`config.mk`:
```
export PLATFORM = sky130hd
export DESIGN_NAME = ysyx_23060278_ifu
export DESIGN_NICKNAME = d
export VERILOG_FILES = /design/src/rtl/ysyx_23060278_pkg.sv /design/src/rtl/ysyx_23060278_ifu.sv
export SDC_FILE = /design/constraint.sdc
export NUM_CORES = 1
export LEC_CHECK = 0
export ABC_CLOCK_PERIOD_IN_PS = 2540
export BUFFER_PORTS_ARGS = -buffer_cell sky130_fd_sc_hd__buf_2
export CAP_MARGIN = 25
export CORE_ASPECT_RATIO = 1.1
export CORE_MARGIN = 10
export CORE_UTILIZATION = 39
export DETAILED_ROUTE_END_ITERATION = 16
export PLACE_DENSITY = 0.76
export SLEW_MARGIN = 20
export SYNTH_ARGS = -nofsm -noshare
export SYNTH_HDL_FRONTEND = slang
export SYNTH_SLANG_ARGS = --single-unit
```
`constraint.sdc`:
```
create_clock -name clk -period 2.54 [get_ports clk]
set_input_delay 0.254 -clock clk [delete_from_list [all_inputs] [get_ports clk]]
set_output_delay 0.254 -clock clk [all_outputs]
set_load 0.05 [all_outputs]
```
`src/rtl/ysyx_23060278_pkg.sv`:
```
// Shared definitions for the ysyx_23060278 instruction fetch path.
package ysyx_23060278_pkg;

  typedef enum logic [1:0] {
    IDLE = 2'd0,
    AR   = 2'd1,
    R    = 2'd2,
    OUT  = 2'd3
  } ifu_state_e;

  localparam logic [1:0]  RESP_OKAY        = 2'b00;
  localparam logic [31:0] DEFAULT_RESET_PC = 32'h8000_0000;

endpackage

```
`src/rtl/ysyx_23060278_ifu.sv`:
```
// Instruction fetch unit: accepts a pc from the core, performs one AXI-lite style
// read (AR then R channel) and presents the instruction word to the decoder.
module ysyx_23060278_ifu
  import ysyx_23060278_pkg::*;
#(
  parameter logic [31:0] RESET_PC = DEFAULT_RESET_PC
) (
  input  logic        clk,
  input  logic        rst,
  input  logic [31:0] pc,
  input  logic        pc_valid,
  output logic        pc_ready,
  input  logic        flush,
  output logic [31:0] araddr,
  output logic        arvalid,
  input  logic        arready,
  input  logic [31:0] rdata,
  input  logic [1:0]  rresp,
  input  logic        rvalid,
  output logic        rready,
  output logic [31:0] inst,
  output logic [31:0] inst_pc,
  output logic        inst_valid,
  output logic        inst_fault,
  input  logic        inst_ready
);

  ifu_state_e  state_q, state_d;
  logic [31:0] addr_q, addr_d;
  logic [31:0] inst_pc_q, inst_pc_d;
  logic [31:0] inst_q, inst_d;
  logic        fault_q, fault_d;
  logic        drop_q, drop_d;

  always_ff @(posedge clk or posedge rst) begin
    if (rst) begin
      state_q   <= IDLE;
      addr_q    <= RESET_PC;
      inst_pc_q <= RESET_PC;
      inst_q    <= '0;
      fault_q   <= 1'b0;
      drop_q    <= 1'b0;
    end else begin
      state_q   <= state_d;
      addr_q    <= addr_d;
      inst_pc_q <= inst_pc_d;
      inst_q    <= inst_d;
      fault_q   <= fault_d;
      drop_q    <= drop_d;
    end
  end

  always_comb begin
    state_d   = state_q;
    addr_d    = addr_q;
    inst_pc_d = inst_pc_q;
    inst_d    = inst_q;
    fault_d   = fault_q;
    drop_d    = drop_q;
    case (state_q)
      IDLE: begin
        if (pc_valid && !flush) begin
          addr_d    = pc;
          inst_pc_d = pc;
          if (pc[1:0] != 2'b00) begin
            inst_d  = '0;
            fault_d = 1'b1;
            state_d = OUT;
          end else begin
            state_d = AR;
          end
        end
      end
      AR: begin
        if (flush) drop_d = 1'b1;
        if (arready) state_d = R;
      end
      R: begin
        if (flush) drop_d = 1'b1;
        // A flush arriving with the beat itself also discards that beat.
        if (rvalid) begin
          if (drop_q || flush) begin
            drop_d  = 1'b0;
            state_d = IDLE;
          end else begin
            inst_d  = rdata;
            fault_d = (rresp != RESP_OKAY);
            state_d = OUT;
          end
        end
      end
      OUT: begin
        if (flush || inst_ready) state_d = IDLE;
      end
      default: state_d = IDLE;
    endcase
  end

  assign pc_ready   = (state_q == IDLE);
  assign arvalid    = (state_q == AR);
  assign rready     = (state_q == R);
  assign inst_valid = (state_q == OUT);
  assign araddr     = addr_q;
  assign inst_pc    = inst_pc_q;
  assign inst       = inst_q;
  assign inst_fault = fault_q;

endmodule

```
* Yosys cells after proc, flatten, opt, wreduce, memory -nomap -nowiden
Index checks and enable logic that the tools add are counted.
W data, S select, Z words.
** Storage, ports and cells
- Bits in registers :: 68
- Bits of input ports :: 73
- Output and inout port bits :: 101
- Logic and storage cells :: 47
** Cells by class
- Equal/unequal tests :: 9
- Multiplexer cells :: 21
- Reduce and logical (&&, ||, !) cells :: 12
** Operator list (count)
- $mux W32 :: 4
- $pmux W32 S2 :: 1
- $mux W2 :: 6
- $ne A2 B1 Y1 const B :: 4
- $pmux W2 S4 :: 1
- $reduce_bool A2 Y1 :: 4
- $mux W1 :: 7
- $reduce_and A5 Y1 :: 1
- $eq A2 B2 Y1 const B :: 2
- $ne A2 B2 Y1 const B :: 2
- $pmux W1 S2 :: 2
- $reduce_and A4 Y1 :: 1
- $eq A2 B1 Y1 const B :: 1
- $logic_not A2 Y1 :: 1
- $logic_or A1 B1 Y1 :: 2
- $reduce_and A2 Y1 :: 1
- $logic_and A1 B1 Y1 :: 1
- $logic_not A1 Y1 :: 1

* Logic depth before layout (Yosys ltp)
Gate-level depths: netlist of run 1.
- Word-level depth :: 4
- Gate-level depth with buffers :: 7
- Depth with buffers taken out :: 6

* Worst setup path after synthesis of run 1
No wires, ideal clock.
- Path kind :: register to register
- Start :: register state_q[0]
- End :: register inst_q[0] (netlist: inst[0])
- Arrival time :: 1913 ps
- Required time :: 2464 ps
- Slack :: 551 ps
- Stages on the path, launching flop included :: 8
- Buffers on the path :: 1
- Path through :: dfrtp_1 -> inv_1 -> ha_1 -> nor2b_1 -> a31oi_4 -> or2_4 -> buf_6 -> o21ai_1
** Between the ends
- Cells in the longest elaborated chain, start to end :: 3
- Elaborated cells between the ends (all ways) :: 9
- Classes of those cells :: eq/ne: 5; mux: 1; reduce/logical: 3
** Ends and longest elaborated chain
- start, declared :: RTL line ysyx_23060278_ifu.sv:28 : ifu_state_e state_q, state_d;
- start signal, assigned :: RTL line ysyx_23060278_ifu.sv:44 : state_q <= state_d;
- $eq A2 B2 Y1 (*)
- net rready :: RTL line ysyx_23060278_ifu.sv:20 : output logic rready,
- $ne A2 B2 Y1 (no line) / $reduce_bool A2 Y1 (equally long branches)
- $reduce_and A5 Y1 (no line)
- end signal, assigned :: RTL line ysyx_23060278_ifu.sv:47 : inst_q <= inst_d;
- end, declared :: RTL line ysyx_23060278_ifu.sv:31 : logic [31:0] inst_q, inst_d;
The timed path passes the listed nets; every way through them passes the cells marked *.
A chain may end at the register's enable or synchronous reset.

* Worst setup path in the final report of run 1
- Start :: register state_q[0]
- End :: register fault_q (netlist: inst_fault)
** Between the ends
- Cells in the longest elaborated chain, start to end :: 3
- Elaborated cells between the ends (all ways) :: 9
- Classes of those cells :: eq/ne: 5; mux: 1; reduce/logical: 3
** Ends and longest elaborated chain
- $eq A2 B2 Y1 / $logic_not A2 Y1 (equally long branches) :: RTL line ysyx_23060278_ifu.sv:60 : case (state_q)
- $ne A2 B2 Y1 (no line) (tied with other cells)
- $reduce_and A5 Y1 (no line)
- end signal, assigned :: RTL line ysyx_23060278_ifu.sv:48 : fault_q <= fault_d;
- end, declared :: RTL line ysyx_23060278_ifu.sv:32 : logic fault_q, fault_d;
Several ways; a longest one is shown, not always the timed one.

==> out/results.ini, run 1 <==
[clock_network]
cts_resized=0
clock_path_buffers=2
clk_transition_reported_paths_ns=0.07
cts_setup_buffers=0
clk_latency_ns=0.33
cts_hold_buf=0
cts_tree=built
cts_inserted_buffers=9
cts_sinks=68
cts-root-buf=clkbuf_8
h-tree-depth=3

[setup_path]
reg2regPathDepth=6
cp-endpoint=inst_fault
path_max_fanout=33
r2r_slack_ns=0.71
end_kind=flip-flop
path_class=flip-flop to flip-flop
r2r-end=inst_fault
crit_start=state_q[0]
startpoint_type=flip-flop
critPathRequiredTime_ns=2.74
reg2reg_from=state_q[0]
arrival_ns=2.02

[final_layout]
area_growth_pct=30.2
n_fill_cell=782
layout_commonest_cell=buf_2
drive_gt1_share_pct=54.0
diodes=0
layout_common_cells=buf_2 (173), dfrtp_1 (67), o21ai_0 (36)
nets=498

[logic_synthesis]
yosys.area_share.adder_pct=2.43
synthSimpleGateAreaFrac_pct=6.28
yosysSeqAreaShare_pct=55.1
ys_seq_elements=68
syn_inst=278
synth_mux_area_share_pct=12.0
synth.distinct_cells=26
synth_top_family_by_area=compound AO/OA/AOI/OAI gates
synthXorXnorAreaFrac_pct=0
syn_area_per_cell_um2=11.1
synth.net_count=357
ys.warnings.count=0
synth_compound_area_share_pct=13.0
syn-cell-area_um2=3090

[global_routing]
grt_pass1_wl_mm=13.6
antenna_found_initial=0
met1_usage_pct=15.5
grt_pass1_vias=2652
grt_remaining_overflow=0
use_met3_pct=5.91
grt_max_degree=36
grt_util_all_layers_pct=13.9
gr-usage-met2_pct=23.2
top_usage_layer=met2

[route]
antenna_left=0
drt_first_pass_iters=4
drt-total-wl_mm=8.40
drt-initial-drc-count=94
routedWlPerCell_um=15.8
vias=2503
route.detailed.drc=0
avgViaCountPerCell=4.70

[place]
post-dp-hpwl_mm=6.61
portBuffers=173
routabilityCongestion=0.792

[sta]
min_period_over_period_pct=71.9
relSlewSlack_pct=51.9
hold_violations=0
finalMaxSlewViolations=0
rsz0062_at_grt=no
max_freq_mhz=547
tns_ns=0
worstMarginPinSlew_ns=0.721
final.setup_skew_ns=0.00808
period_minus_slack_ns=1.83
setup_violations=0

[floorplan]
die_x_um=105
rows=34
die_area_um2=11900
core_um2=7830
initial_core_util_pct=39.5
die_h_um=113
io_pins=174

[run]
drv_cap=0

[min_path]
hold_class=primary input to async pin

[status]
outcome=completed

kinds of logic after synthesis:
logic type / after synthesis
muxes: 33
adders and majority gates: 6
DFF: 68
AOI/OAI and AO/OA: 74
buffers and inverters: 53
and+or+nand+nor: 44
synthesized netlist by cell type:
cell type,count,area share [%]
nor3b_1,3,0.73
o21ai_0,36,5.8
nor2_1,2,0.24
mux2i_1,1,0.32
nand2b_1,1,0.20
o21ai_1,30,4.9
ha_1,6,2.4
dfrtp_1,67,54
a21o_1,1,0.24
inv_1,5,0.61
nand2_1,33,4.0
buf_4,32,7.8
or2_4,1,0.28
o31a_1,1,0.28
a31oi_4,1,0.69
dfstp_2,1,0.85
a222oi_1,1,0.32
buf_6,3,1.1
nor2b_1,3,0.61
a31oi_1,1,0.20
a21oi_1,2,0.32
or2_2,1,0.20
clkbuf_1,10,1.2
mux2_2,32,12
buf_2,3,0.49
a22o_1,1,0.28
sequential cells by signal (all words and copies together) (netlist names):
signal,count
drop_q,1
inst,32
inst_fault,1
inst_pc,32
state_q,2
layout make-up:
type / count / area (µm²) / share of cell area, %
sequential: 68 / 1700 / 42.3
multi-input combinational: 157 / 1040 / 25.9
timing repair buffer: 178 / 916 / 22.8
tap: 108 / 135 / 3.36
clock buffer: 11 / 131 / 3.26
clock inverter: 5 / 77.6 / 1.93
inverter: 5 / 18.8 / 0.466
per-layer routing:
layer  wire (µm)  vias up  share of wire (%)
met1        3310     1174                 39
met4         121        0                1.4
met3         836       11                 10
met5           0        -                  0
li1            -     1197                  -
met2        4130      121                 49
worst max-delay path, stage by stage, from the launching register on:
cell and delay (ns):
dfrtp_1 0.42, inv_1 0.16, ha_1 0.31, nor2b_1 0.11, a31oi_4 0.16, or2_4 0.37, o21ai_0 0.15
worst min path at each step:
stage | start | end | slack (ns) | depth (start not counted)
floorplan | rvalid | drop_q | 0.36 | 1
finish | rst | inst_pc[29] | 0.04 | 2
global route | rst | inst_pc[5] | 0.09 | 2
detailed placement | rst | inst_pc[25] | 0.42 | 2
global placement | rst | inst_pc[19] | 0.42 | 2
CTS | rst | inst_pc[4] | 0.04 | 2
metrics by stage:
step                      setup WS, ns  hold slack, ns  cells  instance area (µm²)  util (%)
after floorplan                  0.551           0.358    278                 3090         -
after global placement           0.833           0.419    516                 3810      48.7
after detailed placement         0.698           0.418    516                 3810      48.7
after CTS                        0.705          0.0449    532                 4020      51.4
after global routing             0.572          0.0904    532                 4020      51.4
final                            0.713          0.0399    532                 4020      51.4
Power of run 1 is not shown: default switching activity piles up to over one toggle a cycle in this logic, so the estimate is an artifact.
==> inputs of run 2 (changes only) <==
Settings changed: ABC_CLOCK_PERIOD_IN_PS 2540 to 1600, PLACE_DENSITY 0.76 to 0.79.
Clock period 2.54 ns to 1.6 ns, I/O delays scaled along.
==> run 2 against run 1 <==
  * The run now ends with setup timing left
  * Global-route usage grew 1.1 points
  * Count of clock-buffer cells in the layout is the same
  * Die area stayed put
  * Setup slack lost 0.74 ns
  * Critical path depth increased by 1
  * Register-to-register slack got worse by 0.74 ns
  * Wire length grew 17%
  * Maximum frequency increased by 12%
  * Utilization grew 5.3 points
  * Via count grew 6.6%
  * Non-clock buffer count grew 14
  * Critical endpoint is now inst[25]
  * Largest cell class unchanged
  * Highest routed layer unchanged
==> out/results.ini, run 2 (synthesis gave the netlist of run 1 again) <==
[global_routing]
grt_pass1_wl_mm=14.6  ; was 13.6 mm
grt_util_all_layers_pct=15.1  ; was 13.9%
grt_pass1_vias=2844  ; was 2,652
grt_max_degree=50  ; was 36
antenna_found_initial=0  ; unchanged
grt_remaining_overflow=0  ; unchanged

[sta]
min_period_over_period_pct=102  ; was 71.9%
setup_ws_ns=-0.0278  ; was 0.713 ns
rsz0062_at_grt=yes  ; was no
period_minus_slack_ns=1.63  ; was 1.83 ns
hold_violations=0  ; unchanged
setup_violations=8  ; was 0
finalMaxSlewViolations=0  ; unchanged
max_freq_mhz=614  ; was 547 MHz
final.setup_skew_ns=0.0107  ; was 0.00808 ns
worstMarginPinSlew_ns=0.486  ; was 0.721 ns
relSlewSlack_pct=67.5  ; was 51.9%

[final_layout]
multi_input_area_um2=1270  ; was 1040 µm²
drive_gt1_share_pct=65.2  ; was 54.0%
diodes=0  ; unchanged
area_growth_pct=43.6  ; was 30.2%
regArea_um2=1700  ; about the same
layout_commonest_cell=buf_2  ; unchanged
layout_common_cells=buf_2 (171), dfrtp_1 (66), nand2_1 (33)  ; was buf_2 (173), dfrtp_1 (67), o21ai_0 (36)
n_fill_cell=727  ; was 782
nets=516  ; was 498
post-route-cell-area_um2=4440  ; was 4020 µm²

[floorplan]
io_pins=174  ; unchanged
die_area_um2=11900  ; unchanged
core_um2=7830  ; unchanged
die_x_um=105  ; unchanged
initial_core_util_pct=39.5  ; unchanged
rows=34  ; unchanged
die_h_um=113  ; unchanged

[clock_network]
cts_tree=built  ; unchanged
clk_latency_ns=0.33  ; about the same
cts-root-buf=clkbuf_8  ; unchanged
h-tree-depth=3  ; unchanged
clock_path_buffers=2  ; unchanged
clk_transition_reported_paths_ns=0.07  ; about the same
cts_sinks=68  ; unchanged
cts_inserted_buffers=9  ; unchanged

[setup_path]
end_kind=flip-flop  ; unchanged
critPathRequiredTime_ns=1.81  ; was 2.74 ns
startpoint_type=flip-flop  ; unchanged
path_class=flip-flop to flip-flop  ; unchanged
arrival_ns=1.84  ; was 2.02 ns
path_max_fanout=8  ; was 33

[min_path]
hold_class=primary input to flip-flop  ; was primary input to async pin

[route]
vias=2669  ; was 2,503
route.detailed.drc=0  ; unchanged
routedWlPerCell_um=17.9  ; was 15.8 µm
avgViaCountPerCell=4.85  ; was 4.70
antenna_left=0  ; unchanged
drt-total-wl_mm=9.86  ; was 8.40 mm
drt_first_pass_iters=4  ; unchanged
drt-initial-drc-count=85  ; was 94

[status]
failed_checks=setup timing
outcome=finished, violations left  ; was completed

[run]
drv_cap=0  ; unchanged

[place]
routabilityCongestion=0.804  ; was 0.792
post-place-ws_ns=-0.0782  ; was 0.698 ns
portBuffers=173  ; unchanged
post-dp-hpwl_mm=6.90  ; was 6.61 mm
dpl-instance-area_um2=3890  ; was 3810 µm²

[run 2: cell types whose count changed in the layout (fill, tap and decap cells not counted), moves of 3 or more]
| cell | before | now |
|---|---|---|
| buf_6 | 0 | 4 |
| ha_1 | 6 | 1 |
| or2_4 | 1 | 5 |
| buf_4 | 4 | 10 |
| ha_4 | 0 | 4 |
| o21ai_2 | 0 | 30 |
| o21ai_0 | 36 | 6 |
| buf_12 | 1 | 4 |
[run 2: metrics by stage]
stage / hold WS (ns) / TNS [ns] / cells / util, %
2_1_floorplan: 0.264 / -0.454 / 278 / -
3_3_place_gp: 0.210 / 0 / 518 / 49.6
3_5_place_dp: 0.220 / -0.610 / 518 / 49.6
4_1_cts: 0.0269 / 0 / 540 / 52.8
5_1_grt: 0.0352 / -1.33 / 550 / 56.7
6_report: 0.0494 / -0.0777 / 550 / 56.7
[run 2: what timing repair did]
| item | in CTS | in global routing |
|---|---|---|
| endpoints found under the setup margin | 35 | 35 |
| gates resized for setup | 5 | 79 |
| buffers inserted | 3 | 6 |
| endpoints found under the hold margin | 18 | 0 |
| hold buffers | 1 | 0 |
| gates cloned | 2 | 4 |
| pin swaps | 3 | 12 |
[run 2: final timing paths]
kind | to | slack (ns) | start | depth (start not counted)
worst min-delay path | drop_q | 0.05 | rvalid | 2
worst min register to register | inst[18] | 0.49 | inst[18] | 2
min in group asynchronous | inst_pc[0] | 0.42 | rst | 3
worst max-delay path | inst[25] | -0.03 | state_q[1] | 7
max in group asynchronous | inst[26] | 0.58 | rst | 4
worst max register to register | inst[25] | -0.03 | state_q[1] | 7
[run 2: routing by layer]
layer  routed length [µm]  global-route usage [%]  up-vias
met1                 3780                    16.1     1283
met4                   54                    4.40        0
met2                 5170                    26.7      147
met5                    0                       0        -
met3                  853                    6.20        6
li1                     -                       -     1233
[run 2: cell type report]
| cell class | instances | area share [%] |
|---|---|---|
| clock inverters | 5 | 1.18 |
| repair buffers | 192 | 25.2 |
| well taps | 108 | 3.05 |
| multi-input cells | 161 | 28.7 |
| inverters | 5 | 0.564 |
| clock buffers | 11 | 2.96 |
| flip-flops and latches | 68 | 38.4 |
[run 2: critical path, cell delays in order (launching register included)]
cell and delay, ns:
dfrtp_2 0.46, buf_6 0.14, ha_4 0.16, nor2b_4 0.13, a31oi_4 0.16, buf_12 0.15
or2_4 0.23, o21ai_1 0.09
Power of run 2 is left out for the same reason.
==> inputs of run 3 (changes only) <==
Settings changed: HOLD_SLACK_MARGIN set to 0.15, RECOVER_POWER set to 100.
==> run 3 against run 2 <==
  * The flow still finishes with violations (setup timing)
  * Die area unchanged
  * Final cell count up 12%
  * Non-clock buffer count is 67 higher
  * Register-to-register slack is essentially flat
  * Clock skew shrank 0.0032 ns
  * Global-route usage rose by 2.4 points
  * Highest routed layer unchanged
  * Sequential share of layout area shrank 4.0 points
  * Sequential cell count did not move
  * Wire length rose by 16%
  * First-iteration DRC count up 42%
  * Largest cell class unchanged
  * Maximum frequency up 0.40%
==> out/results.ini, run 3 (synthesis gave the netlist of run 1 again) <==
[route]
avgViaCountPerCell=4.87  ; was 4.85
vias=3002  ; was 2,669
drt-total-wl_mm=11.4  ; was 9.86 mm
drt_first_pass_iters=4  ; unchanged
antenna_left=0  ; unchanged
routedWlPerCell_um=18.5  ; was 17.9 µm
drt-initial-drc-count=121  ; was 85
route.detailed.drc=0  ; unchanged

[sta]
period_minus_slack_ns=1.62  ; was 1.63 ns
finalMaxSlewViolations=0  ; unchanged
relSlewSlack_pct=38.8  ; was 67.5%
holdWs_ns=0.204  ; was 0.0494 ns
setup_ws_ns=-0.0214  ; was -0.0278 ns
hold_violations=0  ; unchanged
worstMarginPinSlew_ns=0.913  ; was 0.486 ns
final.setup_skew_ns=0.00748  ; was 0.0107 ns
tns_ns=-0.0857  ; was -0.0777 ns
min_period_over_period_pct=101  ; was 102%
rsz0062_at_grt=yes  ; unchanged
max_freq_mhz=617  ; was 614 MHz
setup_violations=12  ; was 8

[setup_path]
path_class=flip-flop to flip-flop  ; unchanged
arrival_ns=1.84  ; about the same
critical-path-top-delay-family=flip-flops  ; unchanged
slowest_stage=dfrtp_2  ; unchanged
max_stage_delay_ns=0.46  ; about the same
path_max_fanout=9  ; was 8
r2r_slack_ns=-0.02  ; was -0.03 ns
crit_chain=buf_6 -> ha_4 -> nor2b_4 -> a31oi_4 -> buf_12 -> or2_4 -> o21ai_1  ; unchanged
startpoint_type=flip-flop  ; unchanged
critPathRequiredTime_ns=1.82  ; was 1.81 ns
end_kind=flip-flop  ; unchanged
crit_buf_inv=2  ; unchanged

[clock_network]
cts_tree=built  ; unchanged
cts_inserted_buffers=9  ; unchanged
clk_transition_reported_paths_ns=0.07  ; about the same
clock_path_buffers=2  ; unchanged
clk_latency_ns=0.33  ; about the same
h-tree-depth=3  ; unchanged
cts-root-buf=clkbuf_8  ; unchanged
cts_sinks=68  ; unchanged

[floorplan]
core_um2=7830  ; unchanged
die_x_um=105  ; unchanged
die_h_um=113  ; unchanged
initial_core_util_pct=39.5  ; unchanged
io_pins=174  ; unchanged
rows=34  ; unchanged
die_area_um2=11900  ; unchanged

[place]
dpl.cell_count=518  ; unchanged
portBuffers=173  ; unchanged
post-dp-hpwl_mm=6.90  ; unchanged
routabilityCongestion=0.804  ; unchanged

[run]
drv_cap=0  ; unchanged

[final_layout]
area_growth_pct=60.2  ; was 43.6%
diodes=0  ; unchanged
nets=583  ; was 516
layout_common_cells=clkbuf_1 (98), buf_2 (74), dlygate4sd3_1 (68)  ; was buf_2 (171), dfrtp_1 (66), nand2_1 (33)
regArea_um2=1700  ; unchanged
multi_input_area_um2=1250  ; was 1270 µm²
n_fill_cell=682  ; was 727
stdcell_count=617  ; was 550
drive_gt1_share_pct=36.3  ; was 65.2%
layout_commonest_cell=clkbuf_1  ; was buf_2
post-route-util_pct=63.3  ; was 56.7%

[status]
outcome=finished, violations left  ; unchanged
failed_checks=setup timing  ; unchanged

[global_routing]
antenna_found_initial=0  ; unchanged
grt_max_degree=50  ; unchanged
grt_util_all_layers_pct=17.4  ; was 15.1%
grt_pass1_wl_mm=17.0  ; was 14.6 mm
grt_pass1_vias=3206  ; was 2,844
grt_remaining_overflow=0  ; unchanged

[min_path]
hold_class=primary input to flip-flop  ; unchanged

run 3: what timing repair did:
item | in CTS | in global routing
cloned | 2 | 5
pin swaps | 3 | 5
gates resized for setup | 5 | 74
endpoints found under the hold margin | 84 | 0
endpoints found under the setup margin | 35 | 35
buffers inserted | 3 | 5
hold buffers | 68 | 0
run 3: layout make-up:
class	instances	share of cell area (%)
Timing Repair Buffer	259	33.5
Clock inverter	5	1.06
Inverter	5	0.455
Tap cell	108	2.73
Clock buffer	11	2.65
Sequential cell	68	34.4
Multi-Input combinational cell	161	25.2
run 3: metal layers:
layer / share of wire [%] / vias up / track usage, %
met5: 0 / - / 0
met4: 2.3 / 0 / 5.68
met3: 8.3 / 28 / 6.94
met2: 53 / 157 / 31.7
met1: 36 / 1448 / 17.9
li1: - / 1369 / -
run 3: through the flow:
stage | cell area, µm² | worst slack (ns)
CTS | 4800 | 0.000784
finish | 4950 | -0.0214
global route | 4950 | -0.0757
floorplan | 3140 | -0.0245
global placement | 3890 | 0.00629
detailed placement | 3890 | -0.0782
run 3: worst paths after layout:
kind                                 start     endpoint  cells past startpoint
min in group asynchronous              rst   inst_pc[2]                      3
worst max-delay path            state_q[1]      inst[8]                      7
worst max register to register  state_q[1]      inst[8]                      7
worst min-delay path                 flush       drop_q                      3
max in group asynchronous              rst  inst_pc[14]                      4
worst min register to register    inst[15]     inst[15]                      2
run 3: worst reg2reg max path, delay by kind of cell, from the launching register on:
kind,cells,cell delay (ns)
buf+inv,2,0.30
flops,1,0.46
simple gates,2,0.36
fa+ha+maj,1,0.16
compound gates,2,0.24
Power of run 3 is left out for the same reason.
